## config.mk

```make
export PLATFORM = sky130hd
export DESIGN_NAME = stroke_session_ctrl
export DESIGN_NICKNAME = d
export VERILOG_FILES = /design/src/rtl/stroke_ctrl_pkg.sv /design/src/rtl/stroke_gap_timer.sv /design/src/rtl/stroke_session_ctrl.sv
export SDC_FILE = /design/constraint.sdc
export NUM_CORES = 1
export LEC_CHECK = 0
export ABC_CLOCK_PERIOD_IN_PS = 4360
export CAP_MARGIN = 20
export CELL_PAD_IN_SITES_DETAIL_PLACEMENT = 1
export CELL_PAD_IN_SITES_GLOBAL_PLACEMENT = 1
export CORE_UTILIZATION = 42
export DETAILED_ROUTE_END_ITERATION = 7
export GPL_ROUTABILITY_DRIVEN = 0
export HOLD_SLACK_MARGIN = 0.03
export PLACE_DENSITY_LB_ADDON = 0.1
export SYNTH_ARGS = -nofsm -noshare
export SYNTH_HDL_FRONTEND = slang
export SYNTH_SLANG_ARGS = --single-unit
```

## constraint.sdc

```tcl
create_clock -name clk -period 4.36 [get_ports clk]
set_input_delay 0.872 -clock clk [delete_from_list [all_inputs] [get_ports clk]]
set_output_delay 0.872 -clock clk [all_outputs]
set_load 0.01 [all_outputs]
```

## src/rtl/stroke_ctrl_pkg.sv

```systemverilog
// Shared types and constants for the stroke session controller: FSM states,
// the blank 7-segment pattern and the default canvas geometry.
package stroke_ctrl_pkg;

   typedef enum logic [2:0] {
      ST_IDLE,
      ST_CLEAR,
      ST_DRAW,
      ST_GAP,
      ST_LATCH
   } state_t;

   localparam logic [6:0]  BLANK_HEX        = 7'h7F;
   localparam int unsigned CANVAS_W_DEFAULT = 320;
   localparam int unsigned CANVAS_H_DEFAULT = 240;
   localparam logic [3:0]  STROKE_MAX       = 4'd15;

   // Stroke counter increment that sticks at its maximum instead of wrapping.
   function automatic logic [3:0] sat_inc4(input logic [3:0] v);
      return (v == STROKE_MAX) ? v : v + 4'd1;
   endfunction

endpackage

```

## src/rtl/stroke_gap_timer.sv

```systemverilog
// Terminal-count cycle counter: counts enabled cycles from zero and flags the
// cycle in which the count equals tc_i. A synchronous clear restarts it.
module stroke_gap_timer #(
   parameter int unsigned WIDTH = 4
) (
   input  logic             clk,
   input  logic             resetn,
   input  logic             clr_i,
   input  logic             en_i,
   input  logic [WIDTH-1:0] tc_i,
   output logic             done_o
);

   logic [WIDTH-1:0] count_q;
   logic [WIDTH-1:0] count_d;

   assign done_o = (count_q == tc_i);

   // Holding at the terminal value keeps done_o stable if the owner is late to clear.
   always_comb begin
      count_d = count_q;
      if (clr_i) begin
         count_d = '0;
      end else if (en_i && !done_o) begin
         count_d = count_q + 1'b1;
      end
   end

   always_ff @(posedge clk or negedge resetn) begin
      if (!resetn) begin
         count_q <= '0;
      end else begin
         count_q <= count_d;
      end
   end

endmodule

```

## src/rtl/stroke_session_ctrl.sv

```systemverilog
// Mouse-driven handwriting session controller: clears the classifier, gates its
// enable while the pen is down, and latches its digit once the pen settles.
module stroke_session_ctrl
   import stroke_ctrl_pkg::*;
#(
   parameter int unsigned SETTLE_CYCLES = 25_000_000,
   parameter int unsigned CLR_CYCLES    = 2,
   parameter int unsigned CANVAS_W      = CANVAS_W_DEFAULT,
   parameter int unsigned CANVAS_H      = CANVAS_H_DEFAULT
) (
   input  logic       clk,
   input  logic       resetn,
   input  logic       left_btn,
   input  logic       right_btn,
   input  logic [8:0] mouse_x,
   input  logic [7:0] mouse_y,
   input  logic [6:0] clf_hex,
   output logic       clf_reset,
   output logic       draw_en,
   output logic [6:0] result_hex,
   output logic       result_valid,
   output logic       busy,
   output logic [3:0] stroke_cnt
);

   localparam int unsigned GAP_W = $clog2(SETTLE_CYCLES + 1);
   localparam int unsigned CLR_W = $clog2(CLR_CYCLES + 1);
   localparam logic [GAP_W-1:0] GAP_TC = GAP_W'(SETTLE_CYCLES - 1);
   localparam logic [CLR_W-1:0] CLR_TC = CLR_W'(CLR_CYCLES - 1);

   state_t     state_q, state_d;
   logic [3:0] stroke_cnt_q, stroke_cnt_d;
   logic [6:0] result_hex_q, result_hex_d;
   logic       result_valid_q, result_valid_d;
   logic       clf_reset_q, clf_reset_d;

   logic in_bounds;
   logic pen;
   logic clr_done, gap_done;
   logic clr_tmr_clr, gap_tmr_clr;

   assign in_bounds = (32'(mouse_x) < CANVAS_W) && (32'(mouse_y) < CANVAS_H);
   assign pen       = left_btn && in_bounds;

   // Each timer restarts whenever its state is not being continued this cycle.
   assign clr_tmr_clr = right_btn || (state_q != ST_CLEAR) || clr_done;
   assign gap_tmr_clr = right_btn || (state_q != ST_GAP) || pen || gap_done;

   stroke_gap_timer #(
      .WIDTH (CLR_W)
   ) u_clr_timer (
      .clk    (clk),
      .resetn (resetn),
      .clr_i  (clr_tmr_clr),
      .en_i   (state_q == ST_CLEAR),
      .tc_i   (CLR_TC),
      .done_o (clr_done)
   );

   stroke_gap_timer #(
      .WIDTH (GAP_W)
   ) u_gap_timer (
      .clk    (clk),
      .resetn (resetn),
      .clr_i  (gap_tmr_clr),
      .en_i   (state_q == ST_GAP),
      .tc_i   (GAP_TC),
      .done_o (gap_done)
   );

   always_comb begin
      state_d        = state_q;
      stroke_cnt_d   = stroke_cnt_q;
      result_hex_d   = result_hex_q;
      result_valid_d = 1'b0;
      if (right_btn) begin
         state_d      = ST_CLEAR;
         stroke_cnt_d = 4'd0;
         result_hex_d = BLANK_HEX;
      end else begin
         case (state_q)
            ST_IDLE: begin
               if (pen) begin
                  state_d = ST_CLEAR;
               end
            end
            ST_CLEAR: begin
               if (clr_done) begin
                  if (pen) begin
                     state_d      = ST_DRAW;
                     stroke_cnt_d = 4'd1;
                  end else begin
                     state_d = ST_IDLE;
                  end
               end
            end
            ST_DRAW: begin
               // Leaving the canvas with the button held is not a pen lift.
               if (!left_btn) begin
                  state_d = ST_GAP;
               end
            end
            ST_GAP: begin
               if (pen) begin
                  state_d      = ST_DRAW;
                  stroke_cnt_d = sat_inc4(stroke_cnt_q);
               end else if (gap_done) begin
                  state_d = ST_LATCH;
               end
            end
            ST_LATCH: begin
               state_d        = ST_IDLE;
               result_hex_d   = clf_hex;
               result_valid_d = 1'b1;
            end
            default: begin
               state_d = ST_CLEAR;
            end
         endcase
      end
      clf_reset_d = (state_d == ST_CLEAR);
   end

   always_ff @(posedge clk or negedge resetn) begin
      if (!resetn) begin
         state_q        <= ST_CLEAR;
         stroke_cnt_q   <= 4'd0;
         result_hex_q   <= BLANK_HEX;
         result_valid_q <= 1'b0;
         clf_reset_q    <= 1'b1;
      end else begin
         state_q        <= state_d;
         stroke_cnt_q   <= stroke_cnt_d;
         result_hex_q   <= result_hex_d;
         result_valid_q <= result_valid_d;
         clf_reset_q    <= clf_reset_d;
      end
   end

   assign draw_en      = (state_q == ST_DRAW) && pen;
   assign clf_reset    = clf_reset_q;
   assign result_hex   = result_hex_q;
   assign result_valid = result_valid_q;
   assign busy         = (state_q != ST_IDLE);
   assign stroke_cnt   = stroke_cnt_q;

endmodule

```

; After elaboration in Yosys (flattened, before gate mapping)
; Index checks and enable logic that the tools add are counted.
[classes]
addsub = 3
order_cmp = 2
eq_ne = 14
mux = 22
reduce_logical = 19
[ops]
columns = cell, n
row1 = two-way mux 25 bit, 2
row2 = adder 25 x 1 -> 25 bit (second input constant), 1
row3 = == test 25 bit (second input constant), 1
row4 = two-way mux 4 bit, 5
row5 = two-way mux 3 bit, 6
row6 = one-hot mux 3 bit (5 select lines), 1
row7 = two-way mux 7 bit, 2
row8 = inequality test 3 bit (second input constant), 4
row9 = less-than comparator 9 bit (second input constant), 1
row10 = less-than comparator 8 bit (second input constant), 1
row11 = one-hot mux 4 bit (2 select lines), 1
row12 = == test 3 x 1 -> 1 bit (second input constant), 2
row13 = == test 3 x 2 -> 1 bit (second input constant), 2
row14 = two-way mux 2 bit, 3
row15 = nonzero test 2 bit, 3
row16 = nonzero test 3 bit, 2
row17 = logical AND 1 bit, 5
row18 = logical OR 1 bit, 5
row19 = AND reduction 5 bit, 1
row20 = adder 4 x 1 -> 4 bit (second input constant), 1
row21 = == test 4 bit (second input constant), 1
row22 = == test 3 bit (second input constant), 1
row23 = logical NOT 3 bit, 1
row24 = inequality test 3 x 1 -> 1 bit (second input constant), 1
row25 = other kinds (5), 7
[totals]
register_bits = 43
out_inout_bits = 15
elab_cells = 67

; Logic depth before layout (Yosys ltp)
; Gate-level depths: netlist (run 1).
[depth]
word_depth = 8
depth_mapped = 6
depth_no_buf = 6

; Cells and area by module
; A second synthesis (run 1) with hierarchy kept.
[unflattened]
hier_cells = 285
area_unflattened_um2 = 2762.6
[by_module_without_submodules]
columns = mod, instances, cells_per_inst, area_per_inst_um2
row1 = stroke_gap_timer at u_gap_timer, 1, 185, 1755.4
row2 = stroke_session_ctrl, 1, 85, 860.8
row3 = stroke_gap_timer at u_clr_timer, 1, 15, 146.4

; Worst setup path after synthesis (run 1)
; Ideal clock, no wire load.
[synth_path]
path_kind = input-to-output
start = input port mouse_x[7]
end = output port draw_en
t_arrival_ns = 1.453
t_required_ns = 3.488
slack_ns = 2.035
stages = 3
path_buffers = 0
path_cell_list = o21ai_0 > nand3_1 > nor2_1
[synth_via]
elab_chain_len = 4
[synth_rtl]
columns = element, line_no
row1 = from (decl), stroke_session_ctrl.sv:15  ; input logic [8:0] mouse_x,
row2 = less-than comparator 9 bit, stroke_session_ctrl.sv:42  ; assign in_bounds = (32'(mouse_x) < CANVAS_W) && (32'(mouse_y) < CANVAS_H);
row3 = logical AND 1 bit, stroke_session_ctrl.sv:42
row4 = logical AND 1 bit, stroke_session_ctrl.sv:43  ; assign pen = left_btn && in_bounds;
row5 = logical AND 1 bit, stroke_session_ctrl.sv:140  ; assign draw_en = (state_q == ST_DRAW) && pen;
row6 = to (decl), stroke_session_ctrl.sv:19  ; output logic draw_en,
; Every way passes these cells.

; Worst setup path in the final report (run 1)
; Same ends and word-level chain as after synthesis.

==> results of run 1 <==
Yosys cell counts, drive strengths merged:
master	n	share of area [%]
a41o	1	0.45
dfstp	9	11
or4	9	3.2
nand3b	1	0.34
buf	5	2.2
dfrtp	34	38
a21boi	1	0.34
a311oi	3	1.2
nand2b	1	0.28
a21oi	13	3.1
and4	3	1.2
o31ai	11	4.3
o311ai	1	0.39
o41ai	1	0.39
ha	3	1.7
xor2	8	3.1
xnor2	2	0.78
and2	2	0.56
and4bb	1	0.56
and3	5	1.4
a31oi	1	0.28
o21ai	6	1.3
nand2	28	4.7
nand3	18	4.0
nor3	1	0.22
inv	6	1.0
nor2	25	4.2
a211o	1	0.39
nor4b	2	0.78
o221ai	1	0.39
nor2b	1	0.28
or3	6	1.7
clkbuf	5	0.84
or2	1	0.28
nor3b	1	0.34
a211oi	1	0.34
nand4	10	3.8
clkinv	1	0.17
a31o	1	0.39
a21o	1	0.34
where the power goes:
group	internal [mW]	total [mW]	switching, mW
Clock	0.112	0.250	0.138
Sequential	0.426	0.445	0.0196
Combinational	0.0717	0.158	0.0861
worst max-delay path: cells and delay by family:
kind / cells / cell delay [ns]
buffers and inverters: 2 / 0.94
AO/OA/AOI/OAI: 1 / 0.31
AND/OR/NAND/NOR: 2 / 0.36
logic make-up after synthesis:
kind of cell,count (synthesis),share of synthesized area (%)
xor+xnor,10,3.92
compound gates,43,13.6
simple gates,115,27.9
fa+ha+maj,3,1.68
flops,43,48.7
buf+inv,17,4.20
through the flow:
stage | area (µm²) | instances | setup slack (ns)
finish | 2670 | 332 | 0.996
global route | 2670 | 332 | 0.859
CTS | 2650 | 331 | 1.03
detailed placement | 2570 | 323 | 1.03
global placement | 2570 | 323 | 1.07
floorplan | 2230 | 231 | 2.03
routing by layer:
metal	part of all wire, %	global-route usage, %	routed length, µm
met5	0	0	0
met4	1.3	6.92	64
met3	3.8	4.28	189
met2	46	32.5	2280
met1	49	25.8	2390
registers in the layout (all words and copies together) (netlist names):
signal	flops
result_hex	7
u_gap_timer.count_q	25
stroke_cnt	4
clf_reset	1
u_clr_timer.count_q	2
state_q	3
result_valid	1
how the worst max path moves through the flow:
stage,from,to,slack (ns),depth (start not counted)
after detailed placement,mouse_x[7],draw_en,1.03,5
final,mouse_x[7],draw_en,1.0,5
after floorplan,mouse_x[7],draw_en,2.03,3
after CTS,mouse_x[7],draw_en,1.03,5
after global routing,mouse_x[6],draw_en,0.86,5
after global placement,mouse_x[7],draw_en,1.07,5
area by class of cell:
cell class / count / area share, %
flip-flops and latches: 43 / 40.7
multi-input cells: 171 / 39.3
well taps: 70 / 3.28
repair buffers: 33 / 12.5
inverters: 7 / 0.983
clock inverters: 2 / 0.468
clock buffers: 6 / 2.72
==> reports/qor.csv, run 1 <==
metric,value,unit
finalCriticalPeriod,3.36,ns
period_share,77.1,%
reg2reg_to,u_gap_timer.count_q[6],
post_cts_buffers,0,
areaGrowthSynthToFinish,19.7,%
first_global_vias,1766,
track_usage,19.7,%
cp_max_fo,4,
drc,0,
routed-via-count,1863,
reg2reg_from,u_gap_timer.count_q[10],
p_per_area,319,mW/mm²
min_from,u_clr_timer.count_q[0],
clkTransAtPathRegs,0.08,ns
synth_cell_types,47,
path_class,input pin to output port,
rsz0062_at_grt,false,
ant_nets,0,
grt_overflow_total,0,
setup_viol,0,
hold-path-endpoint,u_clr_timer.count_q[0],
status,completed,
clk_path_buf_depth,2,
avgViaCountPerCell,5.61,
port_buffers,32,
regToRegSetupSlack,2.08,ns
nets,292,
path_common_cell,clkdlybuf4s50_1,
grt_pass1_wl,8.29,mm
worst_slew_margin_rel,32.6,%
crit_path_start_kind,input pin,
synth_fp_nets,262,
min_path_type,register to register,
hpwl,3.44,mm
route.final.wire_length,4.93,mm
post-route-util,52.3,%
cp_slowest_cell,clkdlybuf4s50_1,
cts_resized,0,
drt_iter0_drc,74,
ys_ff_latch,43,
critPathCaptureType,output port,
die-area,0.00561,mm²
ctsRootBufferMaster,clkbuf_8,
max_stage_delay,0.55,ns
reg2reg_depth,4,
yosysSeqAreaShare,48.7,%
drv_cap,0,
crit_required,3.49,ns
drt_first_pass_iters,4,
tns,0,ns
htreeDepth,2,
finalPower,0.853,mW
avgRoutedWirePerCell,14.8,µm
worstSkewPairLatency,0.29,ns
multiInputGateArea,0.00105,mm²
core_region_area,0.00511,mm²
slew_viol_final,0,
synth_area_per_cell,9.66,µm²
cts_hold_buf,0,
finClkSkew,0.00284,ns
numCtsBuffers,5,
yosysWarningCount,0,
die_y,74.9,µm
diodes,0,
start_util,43.7,%
min_path_cells,1,
crit_chain,"clkdlybuf4s50_1, o21ai_0, nand3_1, nor2_1, clkdlybuf4s50_1",
pin_count,43,
whs,0.434,ns
grt_max_degree,44,
report.final.hold_viol_count,0,
synth.cell_area,0.00223,mm²
final_cell_mix,"dfrtp_1, clkdlybuf4s50_1, nand2_1",
antenna_found_initial,0,
cts.sinks,43,
fill_cells,614,
rows,26,
synth_cells,231,
max_freq,0.297,GHz
layout_commonest_cell,dfrtp_1,
peakVddDrop,0.207,mV
total_leakage_power,1.06,nW
layout-drive-gt1-share,10.3,%
seqCellArea,0.00109,mm²
tightestPinTransition,1.01,ns
cts_tree,yes,
die_w,74.9,µm
cp.arrival,2.49,ns
No activity file was read; power rests on OpenSTA's default activity.
==> inputs of run 2 (changes only) <==
Settings changed: ABC_CLOCK_PERIOD_IN_PS 4360 to 2950, CORE_UTILIZATION 42 to 35.
Clock period 4.36 ns to 2.95 ns, I/O delays scaled along.
==> reports/qor.csv, run 2 (synthesized netlist as in run 1, its figures left out) <==
metric,value,unit,change
status,completed,,
crit_chain,"clkdlybuf4s50_1, o21ai_0, nand3_1, nor2_1, clkdlybuf4s50_1",,
die-area,0.00670,mm²,+19%
grt_max_degree,41,,-6.8%
crit_required,2.36,ns,-1.13 ns
htreeDepth,2,,unchanged
report.final.hold_viol_count,0,,unchanged
ant_nets,0,,unchanged
grt_overflow_total,0,,unchanged
min_path_type,input pin to async pin,,
max_stage_delay,0.54,ns,about the same
peakVddDrop,0.191,mV,-7.4%
rsz0062_at_grt,false,,
dr.max_layer_used,met4,,
p_per_area,524,mW/mm²,+64%
crit_path_start_kind,input pin,,
cts.sinks,43,,unchanged
rows,28,,+7.7%
avgViaCountPerCell,5.51,,-1.8%
slew_viol_final,0,,unchanged
fin_ws,0.253,ns,-0.743 ns
die_y,81.9,µm,+9.3%
critPathCaptureType,output port,,
worstSkewPairLatency,0.30,ns,about the same
diodes,0,,unchanged
pin_count,43,,unchanged
drt_iter0_drc,44,,-41%
cts_hold_buf,0,,unchanged
clk_path_buf_depth,2,,unchanged
path_common_cell,clkdlybuf4s50_1,,
core_region_area,0.00603,mm²,+18%
port_buffers,32,,unchanged
fill_cells,692,,+13%
period_share,91.4,%,
avgRoutedWirePerCell,15.5,µm,+4.8%
drc,0,,unchanged
numCtsBuffers,5,,unchanged
layout-drive-gt1-share,12.0,%,+1.7 points
clkTransAtPathRegs,0.09,ns,about the same
cp_slowest_cell,clkdlybuf4s50_1,,
cp_max_fo,3,,-1
layout_commonest_cell,dfrtp_1,,
cts_resized,0,,unchanged
finClkSkew,0.00976,ns,+0.00692 ns
antenna_found_initial,0,,unchanged
regMostFlops,u_gap_timer.count_q,,
final_cell_mix,"dfrtp_1, clkdlybuf4s50_1, nand2_1",,
reg2reg_depth,4,,unchanged
start_util,37.0,%,-6.7 points
post_cts_buffers,0,,unchanged
cts_tree,yes,,
first_global_vias,1981,,+12%
tightestPinTransition,0.921,ns,-0.0906 ns
drv_cap,0,,unchanged
tns,0,ns,unchanged
finalCriticalPeriod,2.70,ns,
max_freq,0.371,GHz,
ctsRootBufferMaster,clkbuf_8,,
hpwl,3.61,mm,+5.0%
path_class,input pin to output port,,
wl_met2,2.52,mm,+11%
nets,296,,+1.4%
setup_viol,0,,unchanged
areaGrowthSynthToFinish,23.4,%,
dpl.cell_count,332,,+2.8%
grt_pass1_wl,9.16,mm,+10%
drt-met1-wl,2.50,mm,+4.7%
instances_no_fill,341,,+2.7%
cp.arrival,2.11,ns,-0.38 ns
track_usage,18.1,%,-1.7 points
total_leakage_power,1.10,nW,+3.9%
routed-via-count,1880,,+0.91%
die_w,81.9,µm,+9.3%
route.final.wire_length,5.30,mm,+7.6%
wl_met3,180,µm,-4.8%
largest_reg_flops,25,,unchanged
place_ws,0.237,ns,-0.795 ns
drt_first_pass_iters,4,,unchanged
worst_slew_margin_rel,38.6,%,+6.0 points
run 2: cell types whose count changed in the layout (fill, tap and decap cells not counted):
cell	delta
buf_4	+4
bufinv_16	+2
buf_12	-1
buf_8	+1
clkbuf_1	-1
clkinv_2	-1
run 2: worst paths after layout:
check                                     endpoint              startpoint  slack [ns]
hold reg to reg             u_clr_timer.count_q[0]  u_clr_timer.count_q[0]        0.45
min in group clk            u_clr_timer.count_q[0]  u_clr_timer.count_q[0]        0.45
setup reg to reg           u_gap_timer.count_q[24]  u_gap_timer.count_q[2]        0.77
max in group asynchronous            result_hex[0]                  resetn        1.83
setup / recovery                           draw_en              mouse_x[7]        0.25
hold / removal                       stroke_cnt[0]                  resetn        0.40
run 2: layout make-up:
type	instances	area, µm²	share of cell area, %
Clock buffer	5	68.8	2.50
Sequential cell	43	1090	39.5
Timing Repair Buffer	37	360	13.1
Multi-Input combinational cell	171	1050	38.1
Clock inverter	3	67.6	2.45
Inverter	7	26.3	0.954
Tap cell	75	93.8	3.41
run 2: worst max-delay path: cells and delay by family:
family                 cells  cell delay [ns]
buffers and inverters      2             0.93
and+or+nand+nor            2             0.28
AOI/OAI and AO/OA          1             0.30
run 2: routing by layer:
metal | track usage [%] | vias up
met5 | 0 | -
met4 | 7.54 | 0
met3 | 3.56 | 7
met2 | 31.1 | 33
met1 | 22.0 | 934
li1 | - | 906
run 2: power by group:
| group | leakage, nW | total, mW | switching [mW] | internal (mW) |
|---|---|---|---|---|
| sequential | 0.568 | 0.660 | 0.0310 | 0.629 |
| clock | 0.0644 | 0.549 | 0.212 | 0.338 |
| combinational | 0.471 | 0.234 | 0.125 | 0.109 |
| total | 1.10 | 1.44 | 0.368 | 1.08 |
run 2: per-stage QoR:
stage / power, mW / hold slack (ns) / util [%] / cell area, µm²
after detailed placement: 0.909 / 0.438 / 43.2 / 2600
after CTS: 1.47 / 0.446 / 45.5 / 2740
after global routing: 1.53 / 0.492 / 45.7 / 2760
after global placement: 0.903 / 0.423 / 43.2 / 2600
after floorplan: 0.804 / 0.294 / - / 2230
final: 1.44 / 0.403 / 45.7 / 2760
